### src/rtl/uart_cmd_decoder_pkg.sv
// -----------------------------------------------------------------------------
// uart_cmd_decoder_pkg
// Shared definitions for the UART command decoder: command byte codes, the
// parser state encoding (visible to benches that want to probe state), and a
// helper that forms the 20-bit bus address used for IO writes.
// -----------------------------------------------------------------------------
package uart_cmd_decoder_pkg;

  // First byte of every packet selects the command.
  localparam logic [7:0] CMD_SET_ADDR = 8'h01;
  localparam logic [7:0] CMD_WRITE    = 8'h02;
  localparam logic [7:0] CMD_IO_WRITE = 8'h03;

  // Parser states; every state advances only when a byte arrives.
  typedef enum logic [3:0] {
    ST_IDLE  = 4'd0,
    ST_ADDR0 = 4'd1,
    ST_ADDR1 = 4'd2,
    ST_ADDR2 = 4'd3,
    ST_COUNT = 4'd4,
    ST_DATA  = 4'd5,
    ST_IO0   = 4'd6,
    ST_IO1   = 4'd7,
    ST_IO2   = 4'd8
  } state_e;

  // IO ports live in the low 16 bits of the shared address bus.
  function automatic logic [19:0] ioAddr(input logic [15:0] port);
    return {4'h0, port};
  endfunction

endpackage

### src/rtl/uart_cmd_decoder.sv
// -----------------------------------------------------------------------------
// uart_cmd_decoder
// Turns the valid-strobed byte stream from the UART receiver into single-cycle
// memory / IO write strobes. Packets:
//   01 a0 a1 a2      set memory pointer to {a2[3:0], a1, a0}
//   02 N d0..dN-1    write N bytes (N=0 means 256) at the pointer, post-increment
//   03 lo hi d       one IO write of d to port {hi, lo}
// Any other first byte pulses oErr. A mid-packet silence of TIMEOUT_CYCLES
// abandons the packet and pulses oErr so the parser resynchronises.
//
// Ports:
//   iClk    in   system clock
//   iReset  in   asynchronous active-high reset
//   iData   in   [7:0]  received byte
//   iValid  in   one-cycle strobe qualifying iData
//   oAddr   out  [19:0] write address (memory address, or {4'h0, port} for IO)
//   oData   out  [7:0]  write data
//   oMemWr  out  one-cycle memory write strobe
//   oIoWr   out  one-cycle IO write strobe
//   oBusy   out  high while a packet is in progress
//   oErr    out  one-cycle strobe on timeout or unknown command byte
// -----------------------------------------------------------------------------
module uart_cmd_decoder
  import uart_cmd_decoder_pkg::*;
#(
  parameter int          TIMEOUT_CYCLES = 250000,
  parameter logic [19:0] ADDR_RESET     = 20'hB0000
) (
  input  logic        iClk,
  input  logic        iReset,
  input  logic [7:0]  iData,
  input  logic        iValid,
  output logic [19:0] oAddr,
  output logic [7:0]  oData,
  output logic        oMemWr,
  output logic        oIoWr,
  output logic        oBusy,
  output logic        oErr
);

  localparam int TW = $clog2(TIMEOUT_CYCLES + 1);
  localparam logic [TW-1:0] TIMER_LIMIT = TW'(TIMEOUT_CYCLES);

  state_e        state_q,  state_d;
  logic [19:0]   ptr_q,    ptr_d;
  logic [15:0]   shadow_q, shadow_d;
  logic [7:0]    count_q,  count_d;
  logic [TW-1:0] timer_q,  timer_d;
  logic [19:0]   addr_q,   addr_d;
  logic [7:0]    data_q,   data_d;
  logic          memWr_q,  memWr_d;
  logic          ioWr_q,   ioWr_d;
  logic          err_q,    err_d;

  // State and output registers. Everything, including the write strobes,
  // is registered so consumers see clean one-cycle pulses.
  always_ff @(posedge iClk or posedge iReset) begin
    if (iReset) begin
      state_q  <= ST_IDLE;
      ptr_q    <= ADDR_RESET;
      shadow_q <= '0;
      count_q  <= '0;
      timer_q  <= '0;
      addr_q   <= ADDR_RESET;
      data_q   <= '0;
      memWr_q  <= 1'b0;
      ioWr_q   <= 1'b0;
      err_q    <= 1'b0;
    end else begin
      state_q  <= state_d;
      ptr_q    <= ptr_d;
      shadow_q <= shadow_d;
      count_q  <= count_d;
      timer_q  <= timer_d;
      addr_q   <= addr_d;
      data_q   <= data_d;
      memWr_q  <= memWr_d;
      ioWr_q   <= ioWr_d;
      err_q    <= err_d;
    end
  end

  // Next-state logic. A byte always takes priority over timeout expiry in
  // the same cycle. SET_ADDR and IO_WRITE stage their address bytes in the
  // shadow register so an abandoned packet never disturbs the pointer.
  always_comb begin
    state_d  = state_q;
    ptr_d    = ptr_q;
    shadow_d = shadow_q;
    count_d  = count_q;
    addr_d   = addr_q;
    data_d   = data_q;
    memWr_d  = 1'b0;
    ioWr_d   = 1'b0;
    err_d    = 1'b0;
    timer_d  = (iValid || state_q == ST_IDLE) ? '0 : timer_q + TW'(1);

    if (iValid) begin
      unique case (state_q)
        ST_IDLE: begin
          case (iData)
            CMD_SET_ADDR: state_d = ST_ADDR0;
            CMD_WRITE:    state_d = ST_COUNT;
            CMD_IO_WRITE: state_d = ST_IO0;
            default:      err_d   = 1'b1;
          endcase
        end
        ST_ADDR0: begin
          shadow_d[7:0] = iData;
          state_d       = ST_ADDR1;
        end
        ST_ADDR1: begin
          shadow_d[15:8] = iData;
          state_d        = ST_ADDR2;
        end
        ST_ADDR2: begin
          // Only the low nibble of the top byte fits the 20-bit space.
          ptr_d   = {iData[3:0], shadow_q};
          state_d = ST_IDLE;
        end
        ST_COUNT: begin
          // A count of 0 decrements to 255 on the first byte and reaches 1
          // on the 256th, giving the 256-byte block for free.
          count_d = iData;
          state_d = ST_DATA;
        end
        ST_DATA: begin
          memWr_d = 1'b1;
          addr_d  = ptr_q;
          data_d  = iData;
          ptr_d   = ptr_q + 20'd1;
          count_d = count_q - 8'd1;
          if (count_q == 8'd1) begin
            state_d = ST_IDLE;
          end
        end
        ST_IO0: begin
          shadow_d[7:0] = iData;
          state_d       = ST_IO1;
        end
        ST_IO1: begin
          shadow_d[15:8] = iData;
          state_d        = ST_IO2;
        end
        ST_IO2: begin
          ioWr_d  = 1'b1;
          addr_d  = ioAddr(shadow_q);
          data_d  = iData;
          state_d = ST_IDLE;
        end
        default: state_d = ST_IDLE;
      endcase
    end else if (state_q != ST_IDLE && timer_q == TIMER_LIMIT) begin
      state_d = ST_IDLE;
      err_d   = 1'b1;
      timer_d = '0;
    end
  end

  assign oAddr  = addr_q;
  assign oData  = data_q;
  assign oMemWr = memWr_q;
  assign oIoWr  = ioWr_q;
  assign oErr   = err_q;
  // Derived from the state register alone, so it behaves as a registered output.
  assign oBusy  = (state_q != ST_IDLE);

endmodule

### config.mk
export PLATFORM = sky130hd
export DESIGN_NAME = uart_cmd_decoder
export DESIGN_NICKNAME = d
export VERILOG_FILES = /design/src/rtl/uart_cmd_decoder_pkg.sv /design/src/rtl/uart_cmd_decoder.sv
export SDC_FILE = /design/constraint.sdc
export NUM_CORES = 1
export LEC_CHECK = 0
export CORE_MARGIN = 2
export CORE_UTILIZATION = 50
export CTS_CLUSTER_SIZE = 30
export DETAILED_ROUTE_END_ITERATION = 10
export HOLD_SLACK_MARGIN = 0.15
export PLACE_DENSITY = 0.77
export SETUP_SLACK_MARGIN = 0.05
export SYNTH_ARGS = -nofsm -noshare
export SYNTH_HDL_FRONTEND = slang
export SYNTH_SLANG_ARGS = --single-unit
### constraint.sdc
create_clock -name iClk -period 4.6 [get_ports iClk]
set_input_delay 0.69 -clock iClk [delete_from_list [all_inputs] [get_ports iClk]]
set_output_delay 0.69 -clock iClk [all_outputs]
set_load 0.1 [all_outputs]
==> results.py, run 1 <==
metrics = {
    "status": {
        "status": "completed",
    },
    "synth": {
        "synth_cell_type_count": 58,
        "ys_seq_area_frac": 0.495,
        "ys_async_sr_fraction": 1.00,
        "yosys_warnings": 0,
        "syn_area_per_cell_um2": 10.0,
        "ys_seq_elements": 97,
        "yosys_most_used_dff": "dfrtp_1",
        "synth_area_um2": 4920,
        "syn_nets": 508,
        "synth-edff-count": 0,
        "syn_inst": 492,
    },
    "final_layout": {
        "syn_to_final_growth_pct": 13.9,
        "final_core_util": 0.579,
        "n_antenna_cell": 0,
        "drive_gt1_frac": 0.120,
        "stdcell_area_um2": 5610,
        "final-instance-count-excl-fill": 657,
        "nets": 536,
    },
    "clocking": {
        "clk_pin_slew_worst_paths_ns": 0.10,
        "cts_buffer_depth": 2,
        "clock_latency_ns": 0.36,
        "cts_setup_buffers": 0,
        "numCtsBuffers": 9,
        "ctsResizeCount": 0,
        "root_buffer": "clkbuf_8",
        "cts_hold_buf": 0,
        "cts.sinks": 97,
        "htreeDepth": 3,
        "cts_tree": "done",
    },
    "worst_setup_path": {
        "critPathMaxStageDelay_ns": 1.00,
        "worstSetupPathType": "flip-flop to output pin",
        "worst-path-max-fanout": 12,
        "critPathArrivalTime_ns": 2.66,
        "r2r_slack_ns": 2.37,
        "crit_path_cell_trace": "nor4_1, inv_1, clkdlybuf4s50_1",
        "slowest_stage": "clkdlybuf4s50_1",
        "timing.critical_path.buf_inv": 2,
        "r2r_end": "oData[1]",
        "endpoint_kind": "output pin",
        "r2r-start": "state_q[1]",
        "start_kind": "flip-flop",
        "cp.required_ns": 3.91,
        "r2r.worst_path.cells": 4,
        "crit_family": "buffers and inverters",
    },
    "route": {
        "vias": 3848,
        "met2_wirelength_um": 5280,
        "top_layer": "met4",
        "final_antenna_net_count": 0,
        "avgRoutedWirePerCell_um": 16.7,
        "viasPerCell": 5.86,
        "drtPass1Iterations": 4,
        "drtIter0Drc": 257,
        "totalWireLength_um": 11000,
        "wl_met1_um": 4870,
        "drc": 0,
        "wl_met3_um": 652,
    },
    "placement": {
        "io_buffer_count": 42,
        "dp_cells": 642,
        "gp_congestion": 0.947,
        "placed_cell_area_um2": 5440,
        "dp_hpwl_um": 7540,
    },
    "timing": {
        "hold_slack_ns": 0.466,
        "finalClockSkew_ns": 0.0154,
        "setup_tns_ns": 0,
        "slew_violations": 0,
        "layout_min_cycle_time_ns": 3.35,
        "min_period_over_period": 0.727,
        "max_clock_freq_mhz": 299,
        "tightest_slew_ns": 0.991,
        "finalSetupViolCount": 0,
        "hold_violations": 0,
        "relSlewSlack": 0.336,
        "rsz0062_at_grt": "false",
    },
    "min_path": {
        "hold_path_class": "flip-flop to flip-flop",
        "holdPathStages": 2,
        "min_to": "oAddr[17]",
        "worstHoldStart": "oAddr[17]",
    },
    "global_routing": {
        "grt_pass1_vias": 3661,
        "grt_pass1_wl_um": 18400,
        "grt_overflow": 0,
        "grt.total_usage": 0.224,
        "antenna_found_initial": 0,
        "grt_start_max_net_pins": 74,
    },
    "power": {
        "power.density_nw_per_um2": 467,
        "irDropWorstVdd_mv": 0.300,
        "leakage_nw": 2.27,
    },
    "floorplanning": {
        "die_area_um2": 10700,
        "initial_utilization": 0.508,
        "dieWidth_um": 103,
        "die_h_um": 103,
        "rows": 36,
        "coreArea_um2": 9680,
        "io_pins": 43,
    },
    "run": {
        "drv_cap": 0,
    },
}
## cell type report
type                       instances  area [um2]
fill                             845        4080
sequential                        97        2430
multi-input combinational        352        2320
timing repair buffer              49         473
tap                              133         166
clock buffer                      11         141
inverter                          11        43.8
clock inverter                     4        30.0
## sequential cells by signal, summed over array words and instances, names as in the netlist
| register | count |
|---|---|
| oAddr | 20 |
| ptr_q | 20 |
| timer_q | 18 |
| shadow_q | 16 |
| count_q | 8 |
| oData | 8 |
| state_q | 4 |
| oErr | 1 |
| oIoWr | 1 |
| oMemWr | 1 |
## layer usage
metal  GRT usage  up-vias
met4      0.0698        0
met3      0.0383       15
met5           0        -
met1       0.317     1885
met2       0.354      102
li1            -     1846
## cells in the final DEF, fill, tap and decap left out, drive strengths merged, types with 6 or more instances in the layout
master / instances
inv: 11
mux2: 24
nor3: 6
clkbuf: 11
xor2: 7
and3: 7
buf: 7
xnor2: 9
or3: 6
mux2i: 17
o21ai: 36
nor4: 6
nand4: 16
and4: 8
a21oi: 27
nand2: 46
dfstp: 6
a211oi: 7
clkdlybuf4s50: 42
o22ai: 10
nand3: 20
a2bb2oi: 8
nor2: 38
dfrtp: 91
## worst max-delay path by stage
stage	startpoint	end	cells after the start
CTS	state_q[0]	oBusy	3
floorplan	iReset	count_q[0]	1
global placement	state_q[0]	oBusy	3
finish	state_q[0]	oBusy	3
detailed placement	iValid	ptr_q[12]	5
global route	state_q[0]	oBusy	3
## cell usage after synthesis, types with 2 or more instances
| master | n | area share |
|---|---|---|
| a211o_1 | 2 | 0.0036 |
| a211oi_1 | 7 | 0.011 |
| a21o_1 | 3 | 0.0046 |
| a21oi_1 | 27 | 0.027 |
| a22o_1 | 3 | 0.0053 |
| a22oi_1 | 3 | 0.0046 |
| a2bb2oi_1 | 8 | 0.014 |
| a31oi_1 | 2 | 0.0025 |
| and2_1 | 3 | 0.0038 |
| and3_1 | 7 | 0.0089 |
| and4_1 | 7 | 0.012 |
| buf_1 | 2 | 0.0015 |
| buf_2 | 15 | 0.015 |
| clkbuf_1 | 14 | 0.011 |
| dfrtp_1 | 91 | 0.46 |
| dfstp_2 | 6 | 0.032 |
| ha_1 | 5 | 0.013 |
| inv_1 | 11 | 0.0084 |
| mux2_2 | 24 | 0.055 |
| mux2i_1 | 17 | 0.035 |
| nand2_1 | 46 | 0.035 |
| nand2b_1 | 3 | 0.0038 |
| nand3_1 | 20 | 0.020 |
| nand3b_1 | 2 | 0.0031 |
| nand4_1 | 16 | 0.020 |
| nand4b_1 | 2 | 0.0036 |
| nor2_1 | 38 | 0.029 |
| nor2b_1 | 2 | 0.0025 |
| nor3_1 | 6 | 0.0061 |
| nor3b_1 | 2 | 0.0031 |
| nor4_1 | 6 | 0.0076 |
| nor4b_1 | 2 | 0.0036 |
| o2111a_1 | 2 | 0.0046 |
| o211ai_1 | 2 | 0.0031 |
| o21ai_0 | 34 | 0.035 |
| o22a_1 | 2 | 0.0036 |
| o22ai_1 | 10 | 0.013 |
| or3_1 | 5 | 0.0064 |
| or4_1 | 2 | 0.0031 |
| xnor2_1 | 9 | 0.016 |
| xor2_1 | 7 | 0.012 |
## tightest hold or removal path, delay by kind of cell (launching register included)
kind | cells | cell delay [ns]
AND/OR/NAND/NOR | 2 | 0.10
flip-flops | 1 | 0.38
## through the flow
stage                     setup slack (ns)  power, mW
after floorplan                       1.39       1.92
after global placement                1.66       2.08
after detailed placement              1.55       2.12
after CTS                             1.23       2.62
after global routing                  1.01       2.78
final                                 1.25       2.62
## power by group
part           leakage [nW]  internal, mW  total (mW)  switching [mW]
logic                 0.945         0.339       0.810           0.471
clock network        0.0854         0.210       0.500           0.290
registers              1.24          1.06        1.31           0.245
## cell families after synthesis
| group | Yosys count | share of synthesized area |
|---|---|---|
| AO/OA/AOI/OAI | 116 | 0.153 |
| XOR/XNOR | 16 | 0.0285 |
| adder cells (fa/ha/maj) | 5 | 0.0127 |
| buffers and inverters | 43 | 0.0381 |
| flip-flops | 97 | 0.495 |
| multiplexers | 41 | 0.0895 |
| AND/OR/NAND/NOR | 174 | 0.184 |
Note: power is estimated with default switching activity, not from simulation.
==> run 2, diff against run 1 <==
--- a/config.mk
+++ b/config.mk
@@ -10,7 +10,7 @@
 export CTS_CLUSTER_SIZE = 30
 export DETAILED_ROUTE_END_ITERATION = 10
 export HOLD_SLACK_MARGIN = 0.15
-export PLACE_DENSITY = 0.77
+export PLACE_DENSITY = 0.79
 export SETUP_SLACK_MARGIN = 0.05
 export SYNTH_ARGS = -nofsm -noshare
 export SYNTH_HDL_FRONTEND = slang
==> constraint.sdc (replaced) <==
create_clock -name iClk -period 2.95 [get_ports iClk]
set_input_delay 0.4425 -clock iClk [delete_from_list [all_inputs] [get_ports iClk]]
set_output_delay 0.4425 -clock iClk [all_outputs]
set_load 0.1 [all_outputs]
==> results.py, run 2 (synthesized netlist as in run 1, its figures left out) <==
metrics = {
    "route": {
        "drtIter0Drc": 183,
        "final_antenna_net_count": 0,
        "drc": 0,
        "viasPerCell": 5.87,
        "vias": 3867,
        "avgRoutedWirePerCell_um": 16.5,
        "totalWireLength_um": 10900,
        "drtPass1Iterations": 4,
    },
    "power": {
        "p_seq_frac": 0.500,
        "finalPower_mw": 4.11,
        "switching_share": 0.386,
        "irDropWorstVdd_mv": 0.588,
        "p_int_mw": 2.53,
        "power.density_nw_per_um2": 740,
        "leakage_nw": 2.34,
        "clkPwrFrac": 0.198,
        "comb_power_share": 0.301,
        "p_sw_mw": 1.59,
    },
    "worst_setup_path": {
        "slowest_stage": "nor4_1",
        "timing.critical_path.buf_inv": 2,
        "crit_path_cell_trace": "nor4_1, inv_1, buf_4",
        "endpoint_kind": "output pin",
        "r2r_end": "oAddr[4]",
        "worstSetupPathType": "flip-flop to output pin",
        "critPathArrivalTime_ns": 2.01,
        "critPathMaxStageDelay_ns": 0.67,
        "worst-path-max-fanout": 12,
        "cp.required_ns": 2.51,
        "crit_family": "simple AND/OR/NAND/NOR gates",
        "r2r.worst_path.cells": 4,
        "r2r_slack_ns": 0.72,
        "start_kind": "flip-flop",
        "r2r-start": "state_q[1]",
    },
    "timing": {
        "relSlewSlack": 0.540,
        "finalClockSkew_ns": 0.00897,
        "layout_min_cycle_time_ns": 2.45,
        "max_clock_freq_mhz": 408,
        "rsz0062_at_grt": "false",
        "slew_violations": 0,
        "tightest_slew_ns": 0.683,
        "setup_tns_ns": 0,
        "finalSetupViolCount": 0,
        "min_period_over_period": 0.831,
        "hold_violations": 0,
    },
    "floorplanning": {
        "die_h_um": 103,
        "io_pins": 43,
        "die_area_um2": 10700,
        "initial_utilization": 0.508,
        "dieWidth_um": 103,
        "rows": 36,
        "coreArea_um2": 9680,
    },
    "placement": {
        "io_buffer_count": 42,
        "gp_congestion": 0.869,
        "dp_hpwl_um": 7410,
    },
    "global_routing": {
        "antenna_found_initial": 0,
        "grt_pass1_vias": 3705,
        "grt_start_max_net_pins": 98,
        "grt_pass1_wl_um": 18300,
        "grt.total_usage": 0.222,
        "grt_overflow": 0,
    },
    "clocking": {
        "numCtsBuffers": 9,
        "cts_hold_buf": 0,
        "cts_setup_buffers": 0,
        "clk_pin_slew_worst_paths_ns": 0.09,
        "cts.sinks": 97,
        "ctsResizeCount": 0,
        "clock_latency_ns": 0.37,
        "cts_tree": "done",
        "htreeDepth": 3,
        "root_buffer": "clkbuf_8",
        "cts_buffer_depth": 2,
    },
    "final_layout": {
        "layout_common_cells": "dfrtp_1, nand2_1, buf_4, nor2_1, o21ai_0",
        "drive_gt1_frac": 0.186,
        "layout_commonest_cell": "dfrtp_1",
        "n_antenna_cell": 0,
        "syn_to_final_growth_pct": 12.9,
        "nets": 538,
    },
    "min_path": {
        "min_to": "oAddr[17]",
        "hold_path_class": "flip-flop to flip-flop",
        "holdPathStages": 2,
        "worstHoldStart": "oAddr[17]",
    },
    "run": {
        "drv_cap": 0,
    },
    "status": {
        "status": "completed",
    },
}
[run 2: cell count changes in the layout (fill, tap and decap cells not counted)]
cell	change
clkbuf_1	-1
clkinvlp_4	+2
inv_4	-1
o21ai_4	-1
clkdlybuf4s50_1	-32
o21ai_2	+1
clkinv_4	-1
clkbuf_8	+1
buf_12	+1
buf_4	+33
[run 2: worst max path at each step]
stage	start	end	slack [ns]	cells past startpoint
detailed placement	iValid	ptr_q[19]	0.51	6
CTS	state_q[0]	oBusy	0.51	3
global placement	iValid	ptr_q[19]	0.57	6
global route	state_q[0]	oBusy	0.34	3
floorplan	state_q[0]	oBusy	0.91	3
finish	state_q[0]	oBusy	0.50	3
[run 2: area by class of cell]
| type | instances | area [um2] |
|---|---|---|
| clock inverters | 4 | 28.8 |
| clock buffers | 11 | 151 |
| flip-flops and latches | 97 | 2430 |
| fillers | 841 | 4130 |
| well taps | 133 | 166 |
| repair buffers | 51 | 420 |
| multi-input cells | 352 | 2310 |
| inverters | 11 | 45.0 |
[run 2: tightest hold or removal path: cells and delay by family, from the launching register on]
family | cells | cell delay, ns
DFF | 1 | 0.38
and+or+nand+nor | 2 | 0.10
[run 2: metrics by stage]
| step | cells | hold slack, ns | cell area (um2) | setup slack [ns] | util |
|---|---|---|---|---|---|
| 2_1_floorplan | 492 | 0.469 | 4920 | 0.910 | - |
| 3_3_place_gp | 644 | 0.450 | 5380 | 0.572 | 0.555 |
| 3_5_place_dp | 644 | 0.454 | 5380 | 0.509 | 0.555 |
| 4_1_cts | 659 | 0.468 | 5560 | 0.510 | 0.574 |
| 5_1_grt | 659 | 0.493 | 5560 | 0.339 | 0.574 |
| 6_report | 659 | 0.466 | 5560 | 0.498 | 0.574 |
[run 2: layer usage]
layer  track usage  wire [um]
met5             0          0
met4        0.0951        245
met3        0.0349        522
met2         0.352       5180
met1         0.305       4900
[run 2: power by group through the flow]
stage	clock (mW)	combinational (mW)	sequential (mW)
finish	0.815	1.24	2.06
global route	0.883	1.38	2.11
CTS	0.826	1.24	2.04
detailed placement	0	1.24	2.07
global placement	0	1.20	2.04
floorplan	0	0.899	2.09
==> run 3, diff against run 2 <==
==> constraint.sdc (replaced) <==
create_clock -name iClk -period 2.1 [get_ports iClk]
set_input_delay 0.315 -clock iClk [delete_from_list [all_inputs] [get_ports iClk]]
set_output_delay 0.315 -clock iClk [all_outputs]
set_load 0.1 [all_outputs]
==> results.py, run 3 (synthesized netlist as in run 1, its figures left out) <==
metrics = {
    "final_layout": {
        "layout_common_cells": "dfrtp_1, buf_4, nand2_1, nor2_1, o21ai_0",
        "syn_to_final_growth_pct": 18.3,
        "n_antenna_cell": 0,
        "multi_input_area_um2": 2310,
        "drive_gt1_frac": 0.224,
        "fill_cells": 824,
        "regArea_um2": 2440,
        "layout_commonest_cell": "dfrtp_1",
        "nets": 561,
    },
    "timing": {
        "min_period_over_period": 0.934,
        "tightest_slew_ns": 0.497,
        "finalSetupViolCount": 0,
        "hold_violations": 0,
        "rsz0062_at_grt": "false",
        "hold_slack_ns": 0.449,
        "setup_tns_ns": 0,
        "slew_violations": 0,
        "layout_min_cycle_time_ns": 1.96,
        "max_clock_freq_mhz": 510,
        "relSlewSlack": 0.669,
        "finalClockSkew_ns": 0.00748,
    },
    "route": {
        "final_antenna_net_count": 0,
        "totalWireLength_um": 11500,
        "drtPass1Iterations": 4,
        "viasPerCell": 5.92,
        "drtIter0Drc": 253,
        "avgRoutedWirePerCell_um": 16.8,
        "vias": 4043,
        "drc": 0,
    },
    "power": {
        "clkPwrFrac": 0.208,
        "p_sw_mw": 2.31,
        "leakage_nw": 2.48,
        "comb_power_share": 0.322,
        "p_seq_frac": 0.470,
        "power.density_nw_per_um2": 1050,
        "irDropWorstVdd_mv": 0.832,
        "p_int_mw": 3.80,
        "switching_share": 0.378,
    },
    "floorplanning": {
        "initial_utilization": 0.508,
        "die_area_um2": 10700,
        "rows": 36,
        "coreArea_um2": 9680,
        "io_pins": 43,
        "die_h_um": 103,
        "dieWidth_um": 103,
    },
    "worst_setup_path": {
        "worstSetupPathType": "flip-flop to flip-flop",
        "worst-path-max-fanout": 6,
        "cp.required_ns": 2.35,
        "endpoint_kind": "flip-flop",
        "critPathArrivalTime_ns": 2.22,
        "start_kind": "flip-flop",
    },
    "clocking": {
        "cts_tree": "done",
        "cts_setup_buffers": 0,
        "clk_pin_slew_worst_paths_ns": 0.10,
        "root_buffer": "clkbuf_8",
        "cts_hold_buf": 0,
        "htreeDepth": 3,
        "clock_latency_ns": 0.37,
        "cts.sinks": 97,
        "numCtsBuffers": 9,
        "cts_buffer_depth": 2,
    },
    "placement": {
        "gp_congestion": 0.881,
        "io_buffer_count": 42,
        "dp_hpwl_um": 8130,
    },
    "run": {
        "drv_cap": 0,
    },
    "global_routing": {
        "grt_pass1_wl_um": 19000,
        "antenna_found_initial": 0,
        "grt_pass1_vias": 3815,
        "grt.total_usage": 0.231,
        "grt_overflow": 0,
        "grt_start_max_net_pins": 98,
    },
    "min_path": {
        "hold_path_class": "input port to asynchronous set/reset pin",
    },
    "status": {
        "status": "completed",
    },
}
-- run 3: cell types whose count changed in the layout (fill, tap and decap cells not counted), moves of 2 or more --
| cell | before | now |
|---|---|---|
| dfrtp_2 | 0 | 2 |
| dfrtp_1 | 91 | 89 |
| buf_12 | 1 | 6 |
| buf_4 | 40 | 58 |
-- run 3: worst paths after layout --
kind	depth (start not counted)	from	slack, ns	to
worst max-delay path	4	timer_q[10]	0.14	state_q[1]
worst min-delay path	3	iReset	0.45	shadow_q[14]
worst max register to register	4	timer_q[10]	0.14	state_q[1]
worst min register to register	2	oAddr[9]	0.48	oAddr[9]
max in group asynchronous	3	iReset	1.27	state_q[0]
min in group iClk	2	oAddr[9]	0.48	oAddr[9]
-- run 3: final cells by class --
class                           count  share of cell area
Sequential cell                    97               0.419
Multi-Input combinational cell    352               0.397
Timing Repair Buffer               74               0.113
Tap cell                          133              0.0286
Clock buffer                       11              0.0243
Clock inverter                      5              0.0110
Inverter                           11             0.00774
-- run 3: worst max-delay path, stage by stage, from the launching register on --
cell,delay (ns)
dfrtp_1,0.44
or4_1,0.53
or3_4,0.40
o21a_1,0.23
a22o_1,0.25
-- run 3: metal layers --
layer | up-vias | wire length (um) | track usage
met5 | - | 0 | 0
met4 | 0 | 376 | 0.100
met3 | 31 | 620 | 0.0363
met2 | 150 | 5590 | 0.382
met1 | 1961 | 4890 | 0.304
li1 | 1901 | - | -
-- run 3: stage by stage --
stage	power (mW)	setup slack (ns)	util	instance area, um2	std cells
floorplan	4.20	0.187	-	4920	492
global placement	4.74	0.145	0.579	5610	667
detailed placement	4.84	0.110	0.579	5610	667
CTS	6.11	0.0908	0.601	5820	683
global route	6.46	0.0559	0.601	5820	683
finish	6.11	0.139	0.601	5820	683
-- run 3: repair_timing --
item                       in CTS  in global routing
hold endpoints to repair        0                  0
setup endpoints to repair       0                  6
gates resized for setup         0                  3
-- run 3: power groups by stage --
| stage | logic, mW | clock network, mW | registers (mW) |
|---|---|---|---|
| 3_3_place_gp | 1.90 | 0 | 2.85 |
| 2_1_floorplan | 1.26 | 0 | 2.93 |
| 4_1_cts | 1.97 | 1.29 | 2.84 |
| 6_report | 1.97 | 1.27 | 2.87 |
| 5_1_grt | 2.14 | 1.38 | 2.94 |
| 3_5_place_dp | 1.96 | 0 | 2.88 |
